===== src/rtl/rca_serial_addsub.sv =====
// rca_serial_addsub
//   Multi-cycle add/subtract of two WIDTH-bit operands. Each RUN cycle pushes
//   one DIGIT-bit slice through a full-adder ripple chain. A register carries
//   the carry between slices, so the combinational carry path is only DIGIT
//   bits long.
//
// Ports
//   clk        rising-edge clock
//   rst        synchronous, active-high reset
//   in_valid   operands valid          in_ready   block accepts operands (IDLE)
//   a, b       WIDTH-bit operands      cin        carry-in (add) / borrow-in (sub)
//   sub        0 = add, 1 = subtract
//   out_valid  result valid (DONE)     out_ready  consumer takes the result
//   sum        WIDTH-bit result        cout       MSB carry-out (sub: 1 = no borrow)
//   overflow   signed overflow
module rca_serial_addsub #(
  parameter int WIDTH = 16,
  parameter int DIGIT = 4
) (
  input  logic             clk,
  input  logic             rst,
  input  logic             in_valid,
  output logic             in_ready,
  input  logic [WIDTH-1:0] a,
  input  logic [WIDTH-1:0] b,
  input  logic             cin,
  input  logic             sub,
  output logic             out_valid,
  input  logic             out_ready,
  output logic [WIDTH-1:0] sum,
  output logic             cout,
  output logic             overflow
);

  localparam int N  = WIDTH / DIGIT;
  localparam int CW = (N > 1) ? $clog2(N) : 1;

  // Stop elaboration when the operand cannot be split into whole digits.
  generate
    if ((WIDTH < 2) || (DIGIT < 1) || ((WIDTH % DIGIT) != 0)) begin : g_bad_params
      $error("rca_serial_addsub: WIDTH must be >= 2 and a multiple of DIGIT");
    end
  endgenerate

  typedef enum logic [1:0] {
    IDLE = 2'd0,
    RUN  = 2'd1,
    DONE = 2'd2
  } state_t;

  // DIGIT-bit full-adder ripple. The result is packed as
  // {carry into MSB, carry out of MSB, sum bits}.
  function automatic logic [DIGIT+1:0] ripple_slice(
    input logic [DIGIT-1:0] x,
    input logic [DIGIT-1:0] y,
    input logic             c
  );
    logic [DIGIT:0]   cy;
    logic [DIGIT-1:0] s;
    cy[0] = c;
    for (int i = 0; i < DIGIT; i++) begin
      s[i]    = x[i] ^ y[i] ^ cy[i];
      cy[i+1] = (x[i] & y[i]) | (cy[i] & (x[i] ^ y[i]));
    end
    return {cy[DIGIT-1], cy[DIGIT], s};
  endfunction

  state_t           state_r;
  logic [WIDTH-1:0] a_r;
  logic [WIDTH-1:0] b_r;       // effective B: already inverted for subtract
  logic [WIDTH-1:0] work_r;    // partial result, copied to sum only when complete
  logic             carry_r;
  logic [CW-1:0]    cnt_r;

  logic [31:0]      base_s;
  logic [DIGIT-1:0] a_dig_s;
  logic [DIGIT-1:0] b_dig_s;
  logic [DIGIT-1:0] slice_sum_s;
  logic             slice_cout_s;
  logic             slice_cmsb_s;
  logic [WIDTH-1:0] next_work_s;
  logic             last_s;

  // Current digit slice, and the working result with that slice merged in.
  always_comb begin
    base_s       = 32'(cnt_r) * 32'(DIGIT);
    a_dig_s      = a_r[base_s +: DIGIT];
    b_dig_s      = b_r[base_s +: DIGIT];
    {slice_cmsb_s, slice_cout_s, slice_sum_s} = ripple_slice(a_dig_s, b_dig_s, carry_r);
    next_work_s  = work_r;
    next_work_s[base_s +: DIGIT] = slice_sum_s;
    last_s       = (cnt_r == CW'(N - 1));
  end

  // Control FSM, datapath registers and registered handshake/result outputs.
  always_ff @(posedge clk) begin
    if (rst) begin
      state_r   <= IDLE;
      in_ready  <= 1'b1;
      out_valid <= 1'b0;
      sum       <= {WIDTH{1'b0}};
      cout      <= 1'b0;
      overflow  <= 1'b0;
      cnt_r     <= {CW{1'b0}};
      carry_r   <= 1'b0;
      a_r       <= {WIDTH{1'b0}};
      b_r       <= {WIDTH{1'b0}};
      work_r    <= {WIDTH{1'b0}};
    end else begin
      case (state_r)
        IDLE: begin
          if (in_valid) begin
            a_r      <= a;
            // Subtract is A + ~B + ~borrow_in.
            b_r      <= sub ? ~b : b;
            carry_r  <= sub ? ~cin : cin;
            cnt_r    <= {CW{1'b0}};
            work_r   <= {WIDTH{1'b0}};
            in_ready <= 1'b0;
            state_r  <= RUN;
          end else begin
            state_r  <= IDLE;
          end
        end
        RUN: begin
          work_r  <= next_work_s;
          carry_r <= slice_cout_s;
          if (last_s) begin
            sum       <= next_work_s;
            cout      <= slice_cout_s;
            overflow  <= slice_cmsb_s ^ slice_cout_s;
            out_valid <= 1'b1;
            cnt_r     <= {CW{1'b0}};
            state_r   <= DONE;
          end else begin
            cnt_r     <= cnt_r + CW'(1);
            state_r   <= RUN;
          end
        end
        DONE: begin
          if (out_ready) begin
            out_valid <= 1'b0;
            in_ready  <= 1'b1;
            state_r   <= IDLE;
          end else begin
            state_r   <= DONE;
          end
        end
        default: begin
          out_valid <= 1'b0;
          in_ready  <= 1'b1;
          state_r   <= IDLE;
        end
      endcase
    end
  end

endmodule


===== config.mk =====
export PLATFORM = sky130hd
export DESIGN_NAME = rca_serial_addsub
export DESIGN_NICKNAME = d
export VERILOG_FILES = /design/src/rtl/rca_serial_addsub.sv
export SDC_FILE = /design/constraint.sdc
export NUM_CORES = 1
export LEC_CHECK = 0
export CAP_MARGIN = 20
export CORE_UTILIZATION = 45
export CTS_CLUSTER_SIZE = 28
export DETAILED_ROUTE_END_ITERATION = 12
export GPL_TIMING_DRIVEN = 0
export HOLD_SLACK_MARGIN = 0.12
export PLACE_DENSITY = 0.7
export SYNTH_ARGS = -nofsm -noshare
export SYNTH_HDL_FRONTEND = slang
export SYNTH_SLANG_ARGS = --single-unit

===== constraint.sdc =====
create_clock -name clk -period 7.55 [get_ports clk]
set_input_delay 0.755 -clock clk [delete_from_list [all_inputs] [get_ports clk]]
set_output_delay 0.755 -clock clk [all_outputs]
set_load 0.1 [all_outputs]

* After elaboration in Yosys (flattened, before gate mapping)
Cells that the tools add are included.
** Word-level totals
- Output and inout port bits :: 20
- Memories :: 0
- Memory bits (read-only) :: 0
- Input bits :: 38
- Logic and storage cells :: 75
- Memory bits (writable) :: 0
- Latch bits :: 0
- Bits in registers :: 73
** Cells by class
- Shifts and indexed selects :: 4
- Multiplexer cells :: 20
- Magnitude comparators :: 0
- Eq/ne operators :: 6
- Bitwise gates (word level) :: 25
- Reduce and logical (&&, ||, !) cells :: 7
- Multiply operators :: 0
- Add/subtract/negate cells :: 2
- Divide/modulo/power cells :: 0
** Operator list (count)
- 4-bit negation with 34-bit output :: 1
- 4-bit by 34-bit variable shift with 16-bit output, first input constant :: 1
- 4-bit by 34-bit indexed part select with 16-bit output :: 1
- 16-bit two-way mux :: 2
- 16-bit case mux with 2 select lines :: 1
- 16-bit by 5-bit indexed part select with 4-bit output :: 2
- 16-bit bitwise mux :: 1
- 16-bit NOT :: 1
- 1-bit XOR :: 9
- 1-bit AND :: 8
- 2-bit two-way mux :: 4
- 1-bit two-way mux :: 7
- 2-bit inequality test, second input constant :: 3
- 1-bit case mux with 3 select lines :: 2
- 2-bit case mux with 3 select lines :: 1
- 2-bit AND reduction :: 3
- 3-bit AND reduction :: 2
- 2-bit == test, second input constant :: 2
- 1-bit bitwise OR :: 4
- 2-bit case mux with 2 select lines :: 1
- 1-bit NOT :: 3
- 2-bit by 1-bit adder with 2-bit output, second input constant :: 1
- 2-bit by 1-bit == test with 1-bit output, second input constant :: 1
- 2-bit logical NOT :: 1
- 2 further kinds :: 2

* Longest topological paths before layout
- Word-level depth :: 12
- Depth in mapped cells :: 13

* Worst setup path before layout
No wires, ideal clock.
- Kind :: register to register
- Start point :: register cnt_r[0]
- End point :: register work_r[11]
- Period minus slack after synthesis :: 3.134 ns
- Setup time :: 0.117 ns
- Cell stages (with the launch flop) :: 13
- Data arrival time :: 3.017 ns
- Path buffers :: 1
- Path slack :: 4.416 ns
- Cells stage by stage :: dfxtp_1 > buf_4 > mux4_2 > inv_1 > fa_1 > inv_1 > fa_1 > inv_1 > fa_1 > inv_1 > fa_1 > and2_1 > a22o_1
** Between the ends
- Cells in the longest elaborated chain, start to end :: 12
** RTL lines
- start, declared :: RTL line 73 : logic [CW-1:0] cnt_r;
- start signal, assigned :: RTL line 104 : cnt_r <= {CW{1'b0}};
- start signal, assigned :: RTL line 117 : cnt_r <= {CW{1'b0}};
- start signal, assigned :: RTL line 133 : cnt_r <= {CW{1'b0}};
- 16-bit by 5-bit indexed part select with 4-bit output (on tied branches) :: RTL line 87, 88
- 1-bit XOR :: RTL line 62, 63
- 1-bit AND :: RTL line 63 : cy[i+1] = (x[i] & y[i]) | (cy[i] & (x[i] ^ y[i]));
- 1-bit bitwise OR :: RTL line 63
- 1-bit AND :: RTL line 63
- 1-bit bitwise OR :: RTL line 63
- 1-bit AND :: RTL line 63
- 1-bit bitwise OR :: RTL line 63
- 1-bit XOR :: RTL line 62 : s[i] = x[i] ^ y[i] ^ cy[i];
- 4-bit by 34-bit indexed part select with 16-bit output :: RTL line 91 : next_work_s[base_s +: DIGIT] = slice_sum_s;
- 16-bit bitwise mux * :: RTL line 91
- 16-bit case mux with 2 select lines * :: RTL line 110 : case (state_r)
- end signal, assigned :: RTL line 108 : work_r <= {WIDTH{1'b0}};
- end signal, assigned :: RTL line 118 : work_r <= {WIDTH{1'b0}};
- end signal, assigned :: RTL line 126 : work_r <= next_work_s;
- end, declared :: RTL line 71 : logic [WIDTH-1:0] work_r;
Mark *: on every way between the ends. The rest lies on a longest branch, timed or not.
A chain may end at the register's enable or synchronous reset.

* Final worst setup path
- Start point :: register cnt_r[1]
- End point :: register work_r[15]
The elaborated chain is that of the path after synthesis.

==> parameters.txt <==
Parameter                              Value

Timing
  Max Slew Vio Count    0
  Setup violation total in the final timing report    0
  Unrepaired setup endpoints after global routing    no
  Measured slew at the worst slew-check pin    0.9690 ns
  Max Clock Skew    0.008144 ns
  Min Clock Period, post-route    3.587 ns
  Setup total negative slack    0 ns
  Final Hold Viols    0
  Worst max-slew margin expressed relative to the limit    0.3520
  F_max    0.2788 GHz
  Final cycle utilization of the critical path    0.4751
  Final WS setup    3.963 ns

Clocking
  TritonCTS Buffers    9
  Hold_buf cts    0
  Number of buffers on the longest clock path    2
  CTS tree    built
  CTS Root Buffer Type    sky130_fd_sc_hd__clkbuf_8
  CTS clk-pin slew, worst paths    0.07 ns
  Clock network latency to the later pin of the worst-skew pair    0.35 ns
  Sink count of the clock tree    73
  CTS H-tree lvls    3
  Post-CTS Repair Setup Buffers    0
  Post-CTS Resized    0

Yosys
  Unique masters post-synth    40
  Leading cell types by total area after synthesis    sky130_fd_sc_hd__dfxtp_1, sky130_fd_sc_hd__mux4_2, sky130_fd_sc_hd__xnor2_1
  Arithmetic-cell share of the synthesized area counting full adders, half adders and majority gates    0.04562
  Net count after synthesis    392
  Synth area leader    sky130_fd_sc_hd__dfxtp_1
  Number of flops mapped to enable cells by yosys    0
  Warnings, synthesis    0
  Post-synthesis sequential area ratio    0.4297
  Syn_area_per_cell    9.886 um2
  Dominant cell by count in the synthesized netlist    sky130_fd_sc_hd__dfxtp_1
  Number of cells produced by synthesis    344
  Dominant register cell in the synthesized netlist    sky130_fd_sc_hd__dfxtp_1
  Basic-gate share of the synthesized area counting and, or, nand and nor cells    0.1505
  Share of the synthesized area in compound gates (AO/OA/AOI/OAI)    0.1902
  Post-Synth XOR/XNOR Area    0.04636
  Async SR Flop Fraction    0
  Mapped Area    0.003401 mm2
  Combinational family with the most area after synthesis    compound AO/OA/AOI/OAI gates
  Top cells by instance count after synthesis    sky130_fd_sc_hd__dfxtp_1, sky130_fd_sc_hd__nand2_1, sky130_fd_sc_hd__nor2_1, sky130_fd_sc_hd__a21oi_1, sky130_fd_sc_hd__inv_1
  Portion of netlist area occupied by mux cells    0.06843
  Proportion of netlist area held by the largest area contributor    0.4297
  Yosys reg bits    73

Die
  Die footprint    0.007909 mm2
  Floorplan die height    88.93 um
  Total number of placement rows    31
  Core footprint    0.007292 mm2
  Die Span X    88.93 um
  I/O pin count    58
  Starting Density    0.4664

Routing
  Vias post-DR    2,697
  Antenna Violating Nets Remaining    0
  1st-pass router iterations    4
  Number of vias per cell    5.247
  Total routed wirelength    7728 um
  Avg WL per Cell    15.04 um
  Residual DRC    0
  Starting DRC count in detailed routing    93

Worst setup path
  Ordered cell list for the critical path    clkbuf_1, mux4_2, inv_1, fa_1, inv_1, fa_1, inv_1, fa_1, inv_1, fa_1, and2_1, a22o_1
  Critical path capture point type    register
  Critical Path AT    3.83 ns
  Slowest Stage Delay on Critical Path    0.53 ns
  Worst-path cell with the longest stage delay    sky130_fd_sc_hd__fa_1
  Number of buffers and inverters on the critical path    5
  Kind of cell adding the most delay to the critical path    adder cells
  Required time worst endpoint    7.79 ns
  Max FO, Critical Path    10
  Category of the worst setup path launch point    register
  Worst setup path category    reg2reg

Placement
  Worst Setup Slack post-DPL    3.947 ns
  Number of I/O port buffers    55
  Sum of net half-perimeters after detailed placement    5605 um
  RePlAce Congestion    0.8026

Global route
  Number of global-route vias before repair    2,583
  Wire length of the first global-routing pass    12,330 um
  Remaining global-route overflow    0
  All-Layer GR Usage    0.2125
  Largest net degree at the start of global routing    12
  Antenna violations before repair    0

Flow run
  Max cap viols    0

Power and ir drop
  P_leak    1.642 nW
  Peak VDD IR    0.09812 mV
  Power Density    198.6 mW/mm2

Finish
  Final net count    458
  Post-synthesis to final-layout area growth    25.39%
  Filler cell count    684
  Share of final-layout standard cells stronger than drive strength 1    0.1542
  Area taken by multi-input logic gates    0.001704 mm2
  Sequential cell area    0.001461 mm2
  ANT cells    0

Outcome
  Run status    finished, final reports clean

Hold path
  Hold WC Path Type    reg2reg
==> cell families (layout without fill, tap and decap cells) <==
logic type,Yosys count,count (layout)
flops,73,73
simple gates,106,106
fa+ha+maj,10,10
compound gates,80,80
mux,12,12
xor+xnor,18,18
buf+inv,45,116
==> per-layer routing <==
metal	share of wire	track usage
met5	0	0
met4	0.017	0.09524
met3	0.042	0.03324
met2	0.48	0.3497
met1	0.46	0.2778
==> final cells by class <==
cell class	instances	area share
Clock inverter	3	0.009390
Inverter	18	0.01585
Timing Repair Buffer	55	0.1291
Sequential cell	73	0.3427
Clock buffer	13	0.03492
Tap cell	99	0.02905
Buffer	27	0.03932
Multi-Input combinational cell	226	0.3996
==> layout by cell type (no fill, tap or decap), drive strengths merged, types with 17 or more instances in the layout <==
| cell type | Yosys | final |
|---|---|---|
| dfxtp | 73 | 73 |
| clkdlybuf4s50 | 0 | 55 |
| nor2 | 38 | 38 |
| nand2 | 36 | 36 |
| a21oi | 25 | 25 |
| buf | 20 | 20 |
| clkbuf | 7 | 20 |
| inv | 18 | 18 |
| xnor2 | 17 | 17 |
| a211oi | 17 | 17 |
==> tightest hold or removal path: stages, from the launching register on <==
cell and delay [ns]:
sky130_fd_sc_hd__dfxtp_1 0.31, sky130_fd_sc_hd__nand2_1 0.05, sky130_fd_sc_hd__a21oi_1 0.05
==> power breakdown <==
| part | internal (mW) | switching (mW) | leakage, nW |
|---|---|---|---|
| registers | 0.400 | 0.00894 | 0.595 |
| logic | 0.0604 | 0.0747 | 0.950 |
| clock network | 0.161 | 0.141 | 0.0974 |
| total | 0.622 | 0.225 | 1.64 |
==> sequential cells by signal, summed over array words and instances (netlist names) <==
register	cells
in_ready	1
work_r	16
carry_r	1
b_r	16
cnt_r	2
sum	16
a_r	16
state_r	2
out_valid	1
cout	1
overflow	1
==> metrics by stage <==
stage	std cells	hold slack (ns)	power (mW)	util	cell area, um2
global placement	498	0.4412	0.5503	0.5589	4075
global route	514	0.4797	0.8802	0.5848	4264
finish	514	0.4577	0.8470	0.5848	4264
detailed placement	498	0.4496	0.5535	0.5589	4075
CTS	514	0.4602	0.8517	0.5848	4264
floorplan	344	0.4331	0.5051	-	3401
==> path summary, 6_finish.rpt <==
path / start / end / slack, ns / cells past startpoint
setup / recovery: cnt_r[1] / work_r[15] / 3.96 / 12
hold / removal: a_r[3] / a_r[3] / 0.46 / 2
setup reg to reg: cnt_r[1] / work_r[15] / 3.96 / 12
hold reg to reg: a_r[3] / a_r[3] / 0.46 / 2
No activity file was read; power rests on OpenSTA's default activity.
